==> src/rtl/gcd_pkg.sv <==
// Shared types and constants for the GCD engine: FSM state encoding,
// algorithm-select values and the shift-count width helper.
package gcd_pkg;

   typedef enum logic [0:0] {
      IDLE = 1'b0,
      RUN  = 1'b1
   } state_t;

   localparam logic MODE_SUB = 1'b0;
   localparam logic MODE_BIN = 1'b1;

   function automatic int unsigned k_width(input int unsigned w);
      return $clog2(w) + 1;
   endfunction

endpackage

==> src/rtl/gcd_step.sv <==
// One combinational GCD rule evaluation. Covers both the subtractive
// (Euclid) and the binary (Stein) algorithm; the first matching rule wins.
module gcd_step
   import gcd_pkg::*;
#(
   parameter int unsigned W  = 8,
   parameter int unsigned KW = k_width(W)
) (
   input  logic [W-1:0]  x,
   input  logic [W-1:0]  y,
   input  logic [KW-1:0] k,
   input  logic          md,
   output logic [W-1:0]  nx,
   output logic [W-1:0]  ny,
   output logic [KW-1:0] nk,
   output logic          fin,
   output logic [W-1:0]  res,
   output logic          zf
);

   logic bin;
   assign bin = (md == MODE_BIN);

   always_comb begin
      nx  = x;
      ny  = y;
      nk  = k;
      fin = 1'b0;
      res = '0;
      zf  = 1'b0;
      if (x == '0 && y == '0) begin
         fin = 1'b1;
         zf  = 1'b1;
      end else if (x == '0) begin
         fin = 1'b1;
         res = y;
      end else if (y == '0) begin
         fin = 1'b1;
         res = x;
      end else if (x == y) begin
         // k only ever advances in Stein mode, so this is a plain copy for Euclid
         fin = 1'b1;
         res = x << k;
      end else if (bin && !x[0] && !y[0]) begin
         nx = x >> 1;
         ny = y >> 1;
         nk = k + 1'b1;
      end else if (bin && !x[0]) begin
         nx = x >> 1;
      end else if (bin && !y[0]) begin
         ny = y >> 1;
      end else if (x > y) begin
         nx = x - y;
      end else begin
         ny = y - x;
      end
   end

endmodule

==> src/rtl/gcd_engine.sv <==
// Self-timed GCD engine: operand/state registers, IDLE/RUN control and a
// saturating RUN-cycle counter around one gcd_step evaluation per clock.
module gcd_engine
   import gcd_pkg::*;
#(
   parameter int unsigned W = 8
) (
   input  logic         clk,
   input  logic         clr,
   input  logic         go,
   input  logic         mode,
   input  logic [W-1:0] a,
   input  logic [W-1:0] b,
   output logic         busy,
   output logic         done,
   output logic [W-1:0] gcd,
   output logic [W:0]   cycles,
   output logic         zero
);

   localparam int unsigned KW = k_width(W);

   state_t        state;
   logic [W-1:0]  x, y, nx, ny, res;
   logic [KW-1:0] k, nk;
   logic          md, fin, zf;
   logic [W:0]    cnt, cnt_inc;

   gcd_step #(.W(W), .KW(KW)) u_step (
      .x   (x),
      .y   (y),
      .k   (k),
      .md  (md),
      .nx  (nx),
      .ny  (ny),
      .nk  (nk),
      .fin (fin),
      .res (res),
      .zf  (zf)
   );

   assign cnt_inc = (&cnt) ? cnt : cnt + 1'b1;
   assign busy    = (state == RUN);

   always_ff @(posedge clk or posedge clr) begin
      if (clr) begin
         state  <= IDLE;
         x      <= '0;
         y      <= '0;
         k      <= '0;
         md     <= MODE_SUB;
         cnt    <= '0;
         done   <= 1'b0;
         gcd    <= '0;
         cycles <= '0;
         zero   <= 1'b0;
      end else begin
         done <= 1'b0;
         case (state)
            IDLE: begin
               if (go) begin
                  x     <= a;
                  y     <= b;
                  k     <= '0;
                  md    <= mode;
                  cnt   <= '0;
                  state <= RUN;
               end
            end
            RUN: begin
               cnt <= cnt_inc;
               if (fin) begin
                  // reported count includes this finishing evaluation
                  gcd    <= res;
                  zero   <= zf;
                  cycles <= cnt_inc;
                  done   <= 1'b1;
                  state  <= IDLE;
               end else begin
                  x <= nx;
                  y <= ny;
                  k <= nk;
               end
            end
            default: state <= IDLE;
         endcase
      end
   end

endmodule

==> config.mk <==
export PLATFORM = sky130hd
export DESIGN_NAME = gcd_engine
export DESIGN_NICKNAME = d
export VERILOG_FILES = /design/src/rtl/gcd_pkg.sv /design/src/rtl/gcd_step.sv /design/src/rtl/gcd_engine.sv
export SDC_FILE = /design/constraint.sdc
export NUM_CORES = 1
export LEC_CHECK = 0
export BUFFER_PORTS_ARGS = -buffer_cell sky130_fd_sc_hd__buf_4
export CAP_MARGIN = 15
export CORE_UTILIZATION = 60
export CTS_BUF_LIST = sky130_fd_sc_hd__clkbuf_16
export DETAILED_ROUTE_END_ITERATION = 8
export PLACE_DENSITY_LB_ADDON = 0.15
export REMOVE_ABC_BUFFERS = 1
export SYNTH_ARGS = -nofsm -noshare
export SYNTH_HDL_FRONTEND = slang
export SYNTH_HIERARCHICAL = 1
export SYNTH_SLANG_ARGS = --single-unit
export TNS_END_PERCENT = 30
==> constraint.sdc <==
create_clock -name clk -period 3.8 [get_ports clk]
set_input_delay 0.57 -clock clk [delete_from_list [all_inputs] [get_ports clk]]
set_output_delay 0.57 -clock clk [all_outputs]
set_load 0.005 [all_outputs]
==> Word level (Yosys, flattened, before mapping) <==
Index checks and enable logic that the tools add are counted.
{ "word_totals": {"ff_bits": 50, "word_cells": 90, "out_inout_bits": 20} }
{ "classes": {"reduce_logical": 14, "bitwise_logic": 1, "n_lt_le_gt_ge": 1, "n_mux": 47, "addsub": 4, "n_eq_ne": 12, "n_shift": 1} }
{ "op_table": {"columns": ["operator", "count"], "rows": [
  ["$mux 8", 24],
  ["$pmux 8 s2", 2],
  ["$mux 4", 7],
  ["$mux 9", 2],
  ["$pmux 9 s2", 1],
  ["$logic_not 8->1", 2],
  ["$reduce_and 8->1", 2],
  ["$sub 8x8->8", 2],
  ["$ne 2x2->1 const B", 6],
  ["$add 9x1->9 const B", 1],
  ["$mux 1", 9],
  ["$reduce_and 9->1", 1],
  ["$eq 8x8->1", 1],
  ["$gt 8x8->1", 1],
  ["$ne 4x2->1 const B", 2],
  ["$pmux 4 s2", 1],
  ["$shl 8x4->8", 1],
  ["$reduce_and 7->1", 1],
  ["$add 4x1->4 const B", 1],
  ["$logic_and 1x1->1", 4],
  ["$ne 4x1->1 const B", 1],
  ["$reduce_and 2->1", 2],
  ["$ne 3x3->1 const B", 1],
  ["$logic_not 1->1", 2],
  ["other kinds (3)", 3]
]} }

==> Logic depth before layout (Yosys ltp) <==
{ "logic_depth": {"depth_word": 11, "mapped_depth": 13, "mapped_depth_nobuf": 11} }

==> Modules after synthesis <==
Netlist, hierarchy kept.
{ "modules_own_cells": {"columns": ["mod", "n_inst", "cells_each", "area_per_inst_um2", "seq_area_each_um2"], "rows": [
  ["gcd_engine", 1, 208, 2250.9, 1251.2],
  ["gcd_step", 1, 249, 1699.1, 0.0]
]} }

==> Least setup slack after synthesis <==
OpenSTA, ideal clock, no wires.
{ "synth_timing": {"path_kind": "register -> register", "start": "reg x[0]", "end": "reg x[4]", "path_buffers": 0, "path_slack_ns": 1.186, "arrival_time_ns": 2.480, "setup_ns": 0.135, "path_stages_with_launch": 12, "period_less_slack_ns": 2.614, "required_time_ns": 3.665, "cell_sequence": "dfrtp_1 inv_1 ha_1 fa_1 nor2b_1 o21a_1 o21ai_0 a21boi_1 o21ai_2 a221o_1 mux2i_1 o21ai_0"} }
{ "synth_between": {"elab_chain_len": 11, "elab_cells_between_ends": 29} }
{ "synth_lines": {"columns": ["item", "line", "rtl"], "rows": [
  ["from (decl)", "gcd_engine.sv:24", "logic [W-1:0] x, y, nx, ny, res;"],
  ["from (signal assigned)", "gcd_engine.sv:80", "x <= nx;"],
  ["$sub 8x8->8", "gcd_step.sv:53", "nx = x - y;"],
  ["$mux 8", "gcd_step.sv:52", "end else if (x > y) begin"],
  ["$mux 8", "gcd_step.sv:50", "end else if (bin && !y[0]) begin"],
  ["$mux 8", "gcd_step.sv:48", "end else if (bin && !x[0]) begin"],
  ["$mux 8 (*)", "gcd_step.sv:44", "end else if (bin && !x[0] && !y[0]) begin"],
  ["$mux 8 (*)", "gcd_step.sv:40", "end else if (x == y) begin"],
  ["$mux 8 (*)", "gcd_step.sv:37", "end else if (y == '0) begin"],
  ["$mux 8 (*)", "gcd_step.sv:34", "end else if (x == '0) begin"],
  ["$mux 8 (*)", "gcd_step.sv:31", "if (x == '0 && y == '0) begin"],
  ["via nx[4]", "gcd_engine.sv:24", null],
  ["$mux 8 (*)", "gcd_engine.sv:72", "if (fin) begin"],
  ["$pmux 8 s2 (*)", "gcd_engine.sv:59", "case (state)"]
]} }
The timed path passes the listed nets; every way through them passes the cells marked *. The select of a mux whose other input is x is not followed.
A chain may end at the register's enable or synchronous reset.

==> Worst setup path in the final report <==
{ "layout_timing": {"start": "reg y[4]", "end": "reg gcd[3]"} }
{ "layout_between": {"elab_chain_len": 6, "elab_cells_between_ends": 12} }
{ "layout_lines": {"columns": ["item", "line", "rtl"], "rows": [
  ["from (decl)", "gcd_engine.sv:24", null],
  ["from (signal assigned)", "gcd_engine.sv:81", "y <= ny;"],
  ["$eq 8x8->1", "gcd_step.sv:40", null],
  ["$mux 1", "gcd_step.sv:40", null],
  ["$mux 1", "gcd_step.sv:37", null],
  ["$mux 1", "gcd_step.sv:34", null],
  ["$mux 1 (*)", "gcd_step.sv:31", null],
  ["via fin", "gcd_engine.sv:26", "logic md, fin, zf;"],
  ["$reduce_and 2->1 (no source line) (*)", null, null],
  ["to (signal assigned)", "gcd_engine.sv:74", "gcd <= res;"],
  ["to (decl)", "gcd_engine.sv:16", "output logic [W-1:0] gcd,"]
]} }
The timed path passes the listed nets; every way through them passes the cells marked *.

==> metrics.cfg <==
[clock_tree]
ctsRootBufferMaster = clkbuf_16
clock_sinks = 50
postCtsHoldBufs = 0
clock_tree.buffer_depth = 2
num_cts_buffers = 5
htree_levels = 2
postCtsSetupRepairBufs = 0
tritoncts = yes
path_clk_slew_ps = 70
cts_resized = 0
insertion_delay_ps = 290

[worst_setup_path]
crit_chain = inv_1 -> ha_1 -> nand4_1 -> nor2_1 -> nor3_2 -> inv_1 -> nand2_1 -> buf_4 -> inv_1 -> mux2_2
crit_path_max_incr_delay_ps = 500
critical_path.startpoint_type = flop
r2r_start = y[4]$_DFFE_PP0P_
startpoint_to_endpoint_class_of_the_critical_path = flop to flop
data_required_time_at_the_worst_endpoint_ps = 3980
critical-path-slowest-cell = dfrtp_1
crit_start = y[4]$_DFFE_PP0P_
worst_setup_path_end_kind = flop
maximum_fanout_along_the_worst_path = 14
cp.buffers_inverters = 4
crit_top_cell = inv_1
critical-path-top-delay-family = buffers and inverters
cp_data_arrival_time_ps = 3350

[floorplanning]
floorplan.die_area_um2 = 6910
die_x_um = 83.1
initial_core_util_pct = 62.2
core-area_um2 = 6350
dieHeight_um = 83.1
top_level_ports = 40
std_cell_rows = 29

[cells_and_area]
mostFrequentLayoutCells = nand2_1 (57), dfrtp_1 (50), buf_4 (49)
antenna-diode-count = 0
final_layout_size_suffix_gt1_share_pct = 18.4
layout.cells.most_common = nand2_1
area.growth.synth_to_final_pct = 12.8
final_util_pct = 70.2
post-route-cell-area_um2 = 4460
num-nets-final = 527
final_cell_count_no_fill = 566

[logic_synthesis]
synth_xor_xnor_area_share_pct = 3.33
edff_count_synth = 0
post_synthesis_compound_gate_area_fraction_pct = 22.2
largest_family_of_logic_cells_by_synthesized_area = compound AO/OA/AOI/OAI gates
synth_seq_area_share_pct = 31.7
synth_top_cells_by_area = dfrtp_1 (32%), mux2i_1 (7.1%), o21ai_0 (5.8%)
netlist-cell-type-count = 67
async_reset_ff_share_pct = 100
synth-main-ff-cell = dfrtp_1
synthesis.area_um2 = 3950
yosysTopAreaCell = dfrtp_1
yosys.area_share.adder_pct = 6.40
area_share_of_the_largest_cell_type_after_synthesis_pct = 31.7
synth_warnings = 6
postSynthRegisterBits = 50
netlist_instances = 457
syn_avg_cell_area_um2 = 8.64
post_synth_mux_area_share_pct = 11.2
synth-simple-area-share_pct = 18.4

[route]
remaining_routing_drc_violations = 0
routedWlPerCell_um = 19.1
dr.pass1.iters = 5
number_of_nets_with_antenna_violations_after_detailed_routing = 0
totalWireLength_um = 10800
viasPerCell = 6.42
detail_route.iter0.violations = 398
vias = 3636

[outcome]
outcome = completed

[sta]
maxSlewHeadroom_pct = 56.4
final.min_clock_period_ps = 3180
timing_max_transition_violations_final = 0
timing.setup.tns_ps = 0
final-setup-viol-count = 0
worst_max_slew_pin_slew_ps = 654
rsz0062_at_grt = no
final.setup_skew_ps = 5.62
fmaxAchievable_mhz = 315
timing.final.crit_share_pct = 83.6
final_hold_viol_count = 0

[placed_design]
numPortBuffers = 39
dp_hpwl_um = 8180
gp_congestion = 0.996
placedInstanceArea_um2 = 4260
place_inst = 557

[power]
worst_ir_drop_vdd_mv = 0.648
leakage_nw = 2.13
cellPowerDensity_nw_per_um2 = 1080
finalPower_mw = 4.83

[global_route]
first_global_vias = 3351
grt_max_degree = 51
antenna_found_initial = 0
grt.total_usage_pct = 32.3
grt_overflow_total = 0
grt_pass1_wl_um = 17600

[worst_hold_path]
path_class_of_the_lowest_slack_min_delay_path = input pin to async pin

[run]
cap_viol_max_count = 0

==> synthesized netlist by cell type, drive strengths merged (8+ instances only) <==
| library cell | n |
|---|---|
| o21ai | 51 |
| ha | 17 |
| dfrtp | 50 |
| a21oi | 14 |
| inv | 27 |
| a31oi | 8 |
| clkbuf | 8 |
| mux2i | 28 |
| nor3 | 11 |
| mux2 | 12 |
| buf | 19 |
| nand2 | 57 |
| nand3 | 17 |
| xnor2 | 11 |
| nor2 | 27 |
==> per-layer routing <==
metal | wire [µm] | vias to the layer above | global-route usage, %
met5 | 0 | - | 0
met4 | 176 | 0 | 9.09
met3 | 852 | 22 | 4.97
met2 | 4890 | 191 | 48.5
met1 | 4880 | 1690 | 48.2
li1 | - | 1733 | -
==> stage by stage <==
| step | worst slack, ps | hold slack (ps) |
|---|---|---|
| final | 624 | 223 |
| after global routing | 370 | 240 |
| after CTS | 661 | 493 |
| after detailed placement | 672 | 477 |
| after global placement | 748 | 475 |
| after floorplan | 1090 | 463 |
==> cell type report <==
class                      instances  area [µm²]
inverter                          27         101
timing repair buffer              51         403
sequential                        50        1250
clock inverter                     3        48.8
clock buffer                       5         125
fill                             511        1890
multi-input combinational        353        2430
tap                               77        96.3
==> power breakdown <==
group / switching (mW) / total, mW / internal, mW / leakage (nW)
logic: 1.76 / 3.15 / 1.40 / 1.41
clock network: 0.209 / 0.524 / 0.315 / 0.0819
registers: 0.382 / 1.15 / 0.765 / 0.634
total: 2.35 / 4.83 / 2.48 / 2.13
==> state kept, by name, summed over array words and instances (netlist names) <==
register,flops
md,1
done,1
zero,1
x,8
busy,1
y,8
cnt,9
cycles,9
gcd,8
k,4
==> kinds of logic after synthesis <==
logic type / after synthesis
multiplexers: 41
AO/OA/AOI/OAI: 131
adder cells (fa/ha/maj): 19
XOR/XNOR: 15
AND/OR/NAND/NOR: 147
flip-flops: 50
buffers and inverters: 54
==> path summary, 6_finish.rpt <==
| kind | slack (ps) | cells after the start | to |
|---|---|---|---|
| worst max-delay path | 620 | 10 | gcd[3]$_DFFE_PP0P_ |
| worst min-delay path | 220 | 2 | x[6]$_DFFE_PP0P_ |
| worst max register to register | 620 | 10 | gcd[3]$_DFFE_PP0P_ |
| worst min register to register | 490 | 2 | cycles[8]$_DFFE_PP0P_ |
| max in group asynchronous | 3080 | 3 | cnt[5]$_DFFE_PP0P_ |
| min in group clk | 490 | 2 | cycles[8]$_DFFE_PP0P_ |
Note: power is estimated with default switching activity, not from simulation.
